[config.mk]
export PLATFORM = sky130hd
export DESIGN_NAME = conv_icb_arb_flat
export DESIGN_NICKNAME = d
export VERILOG_FILES = /design/src/rtl/conv_icb_arb_if.sv /design/src/rtl/conv_icb_arb.sv /design/src/flat_wrapper.sv
export SDC_FILE = /design/constraint.sdc
export NUM_CORES = 1
export LEC_CHECK = 0
export BUFFER_PORTS_ARGS = -buffer_cell sky130_fd_sc_hd__buf_4
export CAP_MARGIN = 20
export CORE_AREA = 10 10 133 135
export DETAILED_ROUTE_END_ITERATION = 10
export DIE_AREA = 0 0 143 145
export PLACE_DENSITY = 0.65
export SYNTH_ARGS = -nofsm -noshare
export SYNTH_HDL_FRONTEND = slang
export SYNTH_SLANG_ARGS = --single-unit
[constraint.sdc]
create_clock -name clk -period 3.7 [get_ports clk]
set_input_delay 0.74 -clock clk [delete_from_list [all_inputs] [get_ports clk]]
set_output_delay 0.74 -clock clk [all_outputs]
set_load 0.03 [all_outputs]
[src/rtl/conv_icb_arb_if.sv]
// Bus bundle for the conv ICB arbiter: three requester command/response
// channels on one side, the single shared ICB master port on the other.
interface conv_icb_arb_if #(
    parameter int AW = 32,
    parameter int DW = 32
);
    localparam int MW = DW / 8;

    // requester side, requester i in bit i / slice i
    logic [2:0]      req_cmd_valid;
    logic [2:0]      req_cmd_ready;
    logic [2:0]      req_cmd_read;
    logic [3*AW-1:0] req_cmd_addr;
    logic [3*DW-1:0] req_cmd_wdata;
    logic [3*MW-1:0] req_cmd_wmask;
    logic [2:0]      req_rsp_valid;
    logic [2:0]      req_rsp_ready;
    logic [DW-1:0]   req_rsp_rdata;

    // shared master port toward the fabric
    logic            m_cmd_valid;
    logic            m_cmd_ready;
    logic            m_cmd_read;
    logic [AW-1:0]   m_cmd_addr;
    logic [DW-1:0]   m_cmd_wdata;
    logic [MW-1:0]   m_cmd_wmask;
    logic            m_rsp_valid;
    logic            m_rsp_ready;
    logic [DW-1:0]   m_rsp_rdata;

    // arbiter view
    modport slave (
        input  req_cmd_valid, req_cmd_read, req_cmd_addr, req_cmd_wdata,
               req_cmd_wmask, req_rsp_ready, m_cmd_ready, m_rsp_valid,
               m_rsp_rdata,
        output req_cmd_ready, req_rsp_valid, req_rsp_rdata, m_cmd_valid,
               m_cmd_read, m_cmd_addr, m_cmd_wdata, m_cmd_wmask, m_rsp_ready
    );

    // environment view: engines plus fabric
    modport master (
        output req_cmd_valid, req_cmd_read, req_cmd_addr, req_cmd_wdata,
               req_cmd_wmask, req_rsp_ready, m_cmd_ready, m_rsp_valid,
               m_rsp_rdata,
        input  req_cmd_ready, req_rsp_valid, req_rsp_rdata, m_cmd_valid,
               m_cmd_read, m_cmd_addr, m_cmd_wdata, m_cmd_wmask, m_rsp_ready
    );
endinterface

[src/rtl/conv_icb_arb.sv]
// Three-requester ICB arbiter for the conv accelerator. Round-robin command
// grant with a lock that freezes the granted payload under backpressure, and
// an ID FIFO that steers in-order responses back to the issuing requester.
module conv_icb_arb #(
    parameter int AW         = 32,
    parameter int DW         = 32,
    parameter int OUTS_DEPTH = 4
) (
    input  logic                         clk,
    input  logic                         rst_n,
    conv_icb_arb_if.slave                bus,
    output logic [$clog2(OUTS_DEPTH):0]  outstanding,
    output logic                         rsp_err
);
    localparam int MW = DW / 8;
    localparam int PW = $clog2(OUTS_DEPTH);
    localparam logic [PW:0] FULL_CNT = (PW+1)'(OUTS_DEPTH);

    // grant state
    logic [1:0]    last_grant;
    logic [1:0]    locked_id;
    logic          lock;
    logic [1:0]    scan_gnt;
    logic [1:0]    gnt;
    logic [1:0]    c1, c2;
    logic          any_valid;
    logic [3:0]    cmd_valid4;

    // ID FIFO
    logic [1:0]    id_mem [OUTS_DEPTH];
    logic [PW-1:0] wr_ptr, rd_ptr;
    logic [PW:0]   count;
    logic          fifo_full, fifo_empty;
    logic [1:0]    head;
    logic [3:0]    rsp_ready4;

    logic          cmd_hs, rsp_hs;
    logic [2:0]    cmd_ready_v, rsp_valid_v;

    // unpacked per-requester payloads
    logic [AW-1:0] addr_a  [3];
    logic [DW-1:0] wdata_a [3];
    logic [MW-1:0] wmask_a [3];

    function automatic logic [1:0] inc3(input logic [1:0] x);
        return (x == 2'd2) ? 2'd0 : x + 2'd1;
    endfunction

    for (genvar i = 0; i < 3; i++) begin : g_req
        assign addr_a[i]  = bus.req_cmd_addr[i*AW +: AW];
        assign wdata_a[i] = bus.req_cmd_wdata[i*DW +: DW];
        assign wmask_a[i] = bus.req_cmd_wmask[i*MW +: MW];
    end

    // Padded to 4 bits so a 2-bit id can index them without range issues.
    assign cmd_valid4 = {1'b0, bus.req_cmd_valid};
    assign rsp_ready4 = {1'b0, bus.req_rsp_ready};
    assign any_valid  = |bus.req_cmd_valid;

    assign fifo_full  = (count == FULL_CNT);
    assign fifo_empty = (count == '0);
    assign head       = id_mem[rd_ptr];

    // Round-robin scan starting just after the last granted requester.
    always_comb begin
        c1 = inc3(last_grant);
        c2 = inc3(c1);
        if (cmd_valid4[c1])              scan_gnt = c1;
        else if (cmd_valid4[c2])         scan_gnt = c2;
        else if (cmd_valid4[last_grant]) scan_gnt = last_grant;
        else                             scan_gnt = c1;
    end

    // A backpressured grant stays pinned until its handshake completes.
    assign gnt = lock ? locked_id : scan_gnt;

    // Zero-latency command path: mux the granted requester onto the master.
    always_comb begin
        bus.m_cmd_valid = cmd_valid4[gnt] & any_valid & ~fifo_full;
        bus.m_cmd_read  = 1'b0;
        bus.m_cmd_addr  = '0;
        bus.m_cmd_wdata = '0;
        bus.m_cmd_wmask = '0;
        case (gnt)
            2'd0: begin
                bus.m_cmd_read  = bus.req_cmd_read[0];
                bus.m_cmd_addr  = addr_a[0];
                bus.m_cmd_wdata = wdata_a[0];
                bus.m_cmd_wmask = wmask_a[0];
            end
            2'd1: begin
                bus.m_cmd_read  = bus.req_cmd_read[1];
                bus.m_cmd_addr  = addr_a[1];
                bus.m_cmd_wdata = wdata_a[1];
                bus.m_cmd_wmask = wmask_a[1];
            end
            2'd2: begin
                bus.m_cmd_read  = bus.req_cmd_read[2];
                bus.m_cmd_addr  = addr_a[2];
                bus.m_cmd_wdata = wdata_a[2];
                bus.m_cmd_wmask = wmask_a[2];
            end
            default: ;
        endcase
    end

    // Only the granted requester sees ready; only the FIFO head sees rsp valid.
    always_comb begin
        cmd_ready_v = '0;
        rsp_valid_v = '0;
        for (int i = 0; i < 3; i++) begin
            cmd_ready_v[i] = (gnt == 2'(i)) & bus.m_cmd_ready & ~fifo_full;
            rsp_valid_v[i] = (head == 2'(i)) & bus.m_rsp_valid & ~fifo_empty;
        end
    end

    assign bus.req_cmd_ready = cmd_ready_v;
    assign bus.req_rsp_valid = rsp_valid_v;
    assign bus.req_rsp_rdata = bus.m_rsp_rdata;
    assign bus.m_rsp_ready   = rsp_ready4[head] & ~fifo_empty;

    assign cmd_hs = bus.m_cmd_valid & bus.m_cmd_ready;
    assign rsp_hs = bus.m_rsp_valid & bus.m_rsp_ready;

    // Round-robin pointer advances to whoever just completed a command.
    always_ff @(posedge clk or negedge rst_n) begin
        if (!rst_n)      last_grant <= 2'd2;
        else if (cmd_hs) last_grant <= gnt;
    end

    // Lock on a stalled command so its payload cannot switch requesters.
    always_ff @(posedge clk or negedge rst_n) begin
        if (!rst_n) begin
            lock      <= 1'b0;
            locked_id <= 2'd0;
        end else if (bus.m_cmd_valid & ~bus.m_cmd_ready) begin
            lock      <= 1'b1;
            locked_id <= gnt;
        end else if (cmd_hs) begin
            lock      <= 1'b0;
        end
    end

    // ID storage needs no reset: entries are only read when count says valid.
    always_ff @(posedge clk) begin
        if (cmd_hs) id_mem[wr_ptr] <= gnt;
    end

    // FIFO pointers and occupancy; push and pop may coincide.
    always_ff @(posedge clk or negedge rst_n) begin
        if (!rst_n) begin
            wr_ptr <= '0;
            rd_ptr <= '0;
            count  <= '0;
        end else begin
            if (cmd_hs) wr_ptr <= wr_ptr + 1'b1;
            if (rsp_hs) rd_ptr <= rd_ptr + 1'b1;
            case ({cmd_hs, rsp_hs})
                2'b10:   count <= count + 1'b1;
                2'b01:   count <= count - 1'b1;
                default: count <= count;
            endcase
        end
    end

    // Sticky flag for a response arriving with nothing outstanding.
    always_ff @(posedge clk or negedge rst_n) begin
        if (!rst_n)                             rsp_err <= 1'b0;
        else if (bus.m_rsp_valid & fifo_empty)  rsp_err <= 1'b1;
    end

    assign outstanding = count;

endmodule

[src/flat_wrapper.sv]
// flat-port wrapper written by rule: the top's interface ports become plain ports
module conv_icb_arb_flat 
#(
    parameter int AW         = 32,
    parameter int DW         = 32,
    parameter int OUTS_DEPTH = 4
)
  (clk, rst_n, outstanding, rsp_err, bus_req_cmd_valid, bus_req_cmd_read, bus_req_cmd_addr, bus_req_cmd_wdata, bus_req_cmd_wmask, bus_req_rsp_ready, bus_m_cmd_ready, bus_m_rsp_valid, bus_m_rsp_rdata, bus_req_cmd_ready, bus_req_rsp_valid, bus_req_rsp_rdata, bus_m_cmd_valid, bus_m_cmd_read, bus_m_cmd_addr, bus_m_cmd_wdata, bus_m_cmd_wmask, bus_m_rsp_ready);
  conv_icb_arb_if #(.AW(AW), .DW(DW)) bus_i ();
  input  logic clk;
  input  logic rst_n;
  output logic [$clog2(OUTS_DEPTH):0] outstanding;
  output logic rsp_err;
  input wire logic [$bits(bus_i.req_cmd_valid)-1:0] bus_req_cmd_valid;
  input wire logic [$bits(bus_i.req_cmd_read)-1:0] bus_req_cmd_read;
  input wire logic [$bits(bus_i.req_cmd_addr)-1:0] bus_req_cmd_addr;
  input wire logic [$bits(bus_i.req_cmd_wdata)-1:0] bus_req_cmd_wdata;
  input wire logic [$bits(bus_i.req_cmd_wmask)-1:0] bus_req_cmd_wmask;
  input wire logic [$bits(bus_i.req_rsp_ready)-1:0] bus_req_rsp_ready;
  input wire logic [$bits(bus_i.m_cmd_ready)-1:0] bus_m_cmd_ready;
  input wire logic [$bits(bus_i.m_rsp_valid)-1:0] bus_m_rsp_valid;
  input wire logic [$bits(bus_i.m_rsp_rdata)-1:0] bus_m_rsp_rdata;
  output wire logic [$bits(bus_i.req_cmd_ready)-1:0] bus_req_cmd_ready;
  output wire logic [$bits(bus_i.req_rsp_valid)-1:0] bus_req_rsp_valid;
  output wire logic [$bits(bus_i.req_rsp_rdata)-1:0] bus_req_rsp_rdata;
  output wire logic [$bits(bus_i.m_cmd_valid)-1:0] bus_m_cmd_valid;
  output wire logic [$bits(bus_i.m_cmd_read)-1:0] bus_m_cmd_read;
  output wire logic [$bits(bus_i.m_cmd_addr)-1:0] bus_m_cmd_addr;
  output wire logic [$bits(bus_i.m_cmd_wdata)-1:0] bus_m_cmd_wdata;
  output wire logic [$bits(bus_i.m_cmd_wmask)-1:0] bus_m_cmd_wmask;
  output wire logic [$bits(bus_i.m_rsp_ready)-1:0] bus_m_rsp_ready;
  assign bus_i.req_cmd_valid = bus_req_cmd_valid;
  assign bus_i.req_cmd_read = bus_req_cmd_read;
  assign bus_i.req_cmd_addr = bus_req_cmd_addr;
  assign bus_i.req_cmd_wdata = bus_req_cmd_wdata;
  assign bus_i.req_cmd_wmask = bus_req_cmd_wmask;
  assign bus_i.req_rsp_ready = bus_req_rsp_ready;
  assign bus_i.m_cmd_ready = bus_m_cmd_ready;
  assign bus_i.m_rsp_valid = bus_m_rsp_valid;
  assign bus_i.m_rsp_rdata = bus_m_rsp_rdata;
  assign bus_req_cmd_ready = bus_i.req_cmd_ready;
  assign bus_req_rsp_valid = bus_i.req_rsp_valid;
  assign bus_req_rsp_rdata = bus_i.req_rsp_rdata;
  assign bus_m_cmd_valid = bus_i.m_cmd_valid;
  assign bus_m_cmd_read = bus_i.m_cmd_read;
  assign bus_m_cmd_addr = bus_i.m_cmd_addr;
  assign bus_m_cmd_wdata = bus_i.m_cmd_wdata;
  assign bus_m_cmd_wmask = bus_i.m_cmd_wmask;
  assign bus_m_rsp_ready = bus_i.m_rsp_ready;
  conv_icb_arb #(.AW(AW), .DW(DW), .OUTS_DEPTH(OUTS_DEPTH)) u_core (.clk(clk), .rst_n(rst_n), .bus(bus_i), .outstanding(outstanding), .rsp_err(rsp_err));
endmodule
==> impl_metrics.ini <==
[sta]
finClkSkew_ns = 0.00444
hold_viol = 0
fin_crit_sh_pct = 92.9
setup_viol = 0
min_period_ns = 3.44
grt_setup_unrepaired = no
fmax_mhz = 291
worst_slew_pin_slew_ns = 0.553
slew_violations = 0
fin_tns_setup_ns = 0
setup_ws_ns = 0.261
slew_headroom_pct = 63.1

[detailed_routing]
ant_nets = 0
drt-vias-per-instance = 4.42
wl_per_cell_um = 18.9
firstDrtPassIters = 4
vias = 3566
drc = 0
drtIter0Drc = 142
wirelength_um = 15300

[run_status]
outcome = finished, final reports clean

[setup_path]
crit_type = input pin to primary output
crit_required_ns = 2.96
crit_top_cell = buf_4
path_cells = buf_4 -> o21bai_1 -> a211oi_1 -> o21a_4 -> clkinv_2 -> nor3_4 -> buf_12 -> nand2_1 -> o21ai_0 -> buf_4
cpMaxStageDelayCell = buf_12
crit_arrival_ns = 2.70
crit_path_end_kind = primary output
rr_worst_depth = 13
max_stage_delay_ns = 0.28
start_kind = input pin
cp_max_fo = 69

[logic_synthesis]
synth_ff_type = dfrtp_1
yosys_warnings = 0
synth_edf_count = 8
syn_inst = 366
ys_ff_latch = 21
synthTopCellsByArea = mux2i_1, o21ai_0, dfrtp_1, nand2_1, buf_4
synth_cell_type_count = 46
synth_top_area_share_pct = 24.8
yosys.area.top_type = mux2i_1
syn_area_per_cell_um2 = 7.81
syn_area_mm2 = 0.00286
synth_seq_area_share_pct = 19.8
synth_nets = 621
synth_async_sr_flop_share_pct = 61.9

[clock_network]
cts_setup_buffers = 0
numCtsBuffers = 3
clock-sinks = 21
clock_path_buffers = 2
cts_tree = built
cts_hold_buf = 0
cts_root_buf = clkbuf_16
cts_resized = 0
clkTransAtPathRegs_ns = 0.06
clk_latency_ns = 0.25
h-tree-depth = 1

[global_routing]
grt_pass1_vias = 3845
grt_start_max_net_pins = 81
overflow = 0
grt_pass1_wl_um = 22500
grt_usage_pct = 13.7
antenna_found_initial = 0

[placed_design]
place.gp.congestion = 0.913
dp_slack_ns = 0.287
hpwl_um = 13100
io_buffers = 297

[finish]
layout_commonest_cell = buf_4
syn2layout_area_growth_pct = 80.8
final_layout_size_suffix_gt1_share_pct = 51.6
diodes = 0
mostFrequentLayoutCells = buf_4, nand2_1, mux2i_1, o21ai_0, dfrtp_1
final_nets = 874

[floorplanning]
die_y_um = 145
die_w_um = 143
core-area_mm2 = 0.0150
rows = 45
io_pins = 362
design.die.area_mm2 = 0.0207
start_util_pct = 19.0

[pwr]
power.leakage_nw = 2.79
p_per_area_mw_per_mm2 = 1030
peakVddDrop_uv = 514

[job]
cap_violations = 0

[hold_path]
min_path_type = input pin to asynchronous set/reset pin
-- report_power, final --
group	switching, mW	internal [mW]	leakage (nW)
Combinational	2.90	1.75	2.52
Sequential	0.0825	0.356	0.220
Clock	0.0779	0.145	0.0409
-- kinds of logic (layout without fill, tap and decap cells) --
family	count (synthesis)	count (layout)	synth area share [%]
flip-flops	21	21	19.8
XOR/XNOR	6	6	1.84
multiplexers	74	74	26.9
buffers and inverters	66	318	13.6
adder cells (fa/ha/maj)	6	6	2.89
AND/OR/NAND/NOR	107	107	17.0
AO/OA/AOI/OAI	86	86	17.9
-- final cells by class --
| cell class | count | area [um^2] |
|---|---|---|
| inverter | 11 | 42.5 |
| clock inverter | 1 | 5.00 |
| clock buffer | 3 | 75.1 |
| tap | 188 | 235 |
| sequential | 21 | 567 |
| multi-input combinational | 279 | 1920 |
| fill | 1601 | 9860 |
| timing repair buffer | 303 | 2320 |
-- registers in the layout (all words and copies together) (netlist names) --
| signal | cells |
|---|---|
| u_core.locked_id | 2 |
| u_core.last_grant | 2 |
| u_core.wr_ptr | 2 |
| u_core.outstanding | 3 |
| u_core.rsp_err | 1 |
| u_core.rd_ptr | 2 |
| u_core.lock | 1 |
| u_core.id_mem | 8 |
-- metal layers --
metal	vias up	global-route usage, %	part of all wire [%]
met4	0	2.89	1.3
met1	1600	15.4	37
met5	-	0	0
met3	14	5.90	12
met2	190	23.4	49
li1	1762	-	-
-- worst paths after layout --
| path | slack (ns) | endpoint | start |
|---|---|---|---|
| max | 0.26 | bus_m_cmd_addr[12] | bus_req_cmd_valid[2] |
| min | 0.33 | u_core.locked_id[0] | rst_n |
| max reg2reg | 0.71 | u_core.outstanding[2] | u_core.last_grant[1] |
| min reg2reg | 0.46 | u_core.rsp_err | u_core.rsp_err |
| max in group asynchronous | 3.14 | u_core.last_grant[1] | rst_n |
| min in group clk | 0.46 | u_core.rsp_err | u_core.rsp_err |
-- cells in the mapped netlist (2+ instances only) --
master,instances
nand2_1,73
o21ai_0,68
buf_4,32
xor2_1,3
nand3_1,3
mux2i_1,71
o21bai_1,2
nand2b_1,3
nor2b_1,5
nor3_1,4
xnor2_1,3
buf_2,10
inv_1,10
mux4_2,2
nor4_1,2
nor3b_1,3
o31ai_1,3
dfrtp_1,12
o21ai_1,2
clkbuf_1,12
nor2_1,4
edfxtp_1,8
and2_1,4
ha_1,5
-- per-stage QoR --
stage / hold WS [ns] / utilization [%] / instance area (um^2) / total power, mW / std cells
2_1_floorplan: 0.444 / - / 2860 / 3.45 / 366
3_3_place_gp: 0.447 / 33.9 / 5090 / 5.14 / 802
3_5_place_dp: 0.448 / 33.9 / 5090 / 5.14 / 802
4_1_cts: 0.331 / 34.4 / 5170 / 5.39 / 806
5_1_grt: 0.337 / 34.4 / 5170 / 5.68 / 806
6_report: 0.328 / 34.4 / 5170 / 5.31 / 806
-- worst max-delay path: cells and delay by family --
kind	cells	cell delay, ns
compound gates	4	0.77
buf+inv	4	0.83
simple gates	2	0.28
Power figures use the tool's default switching activity.
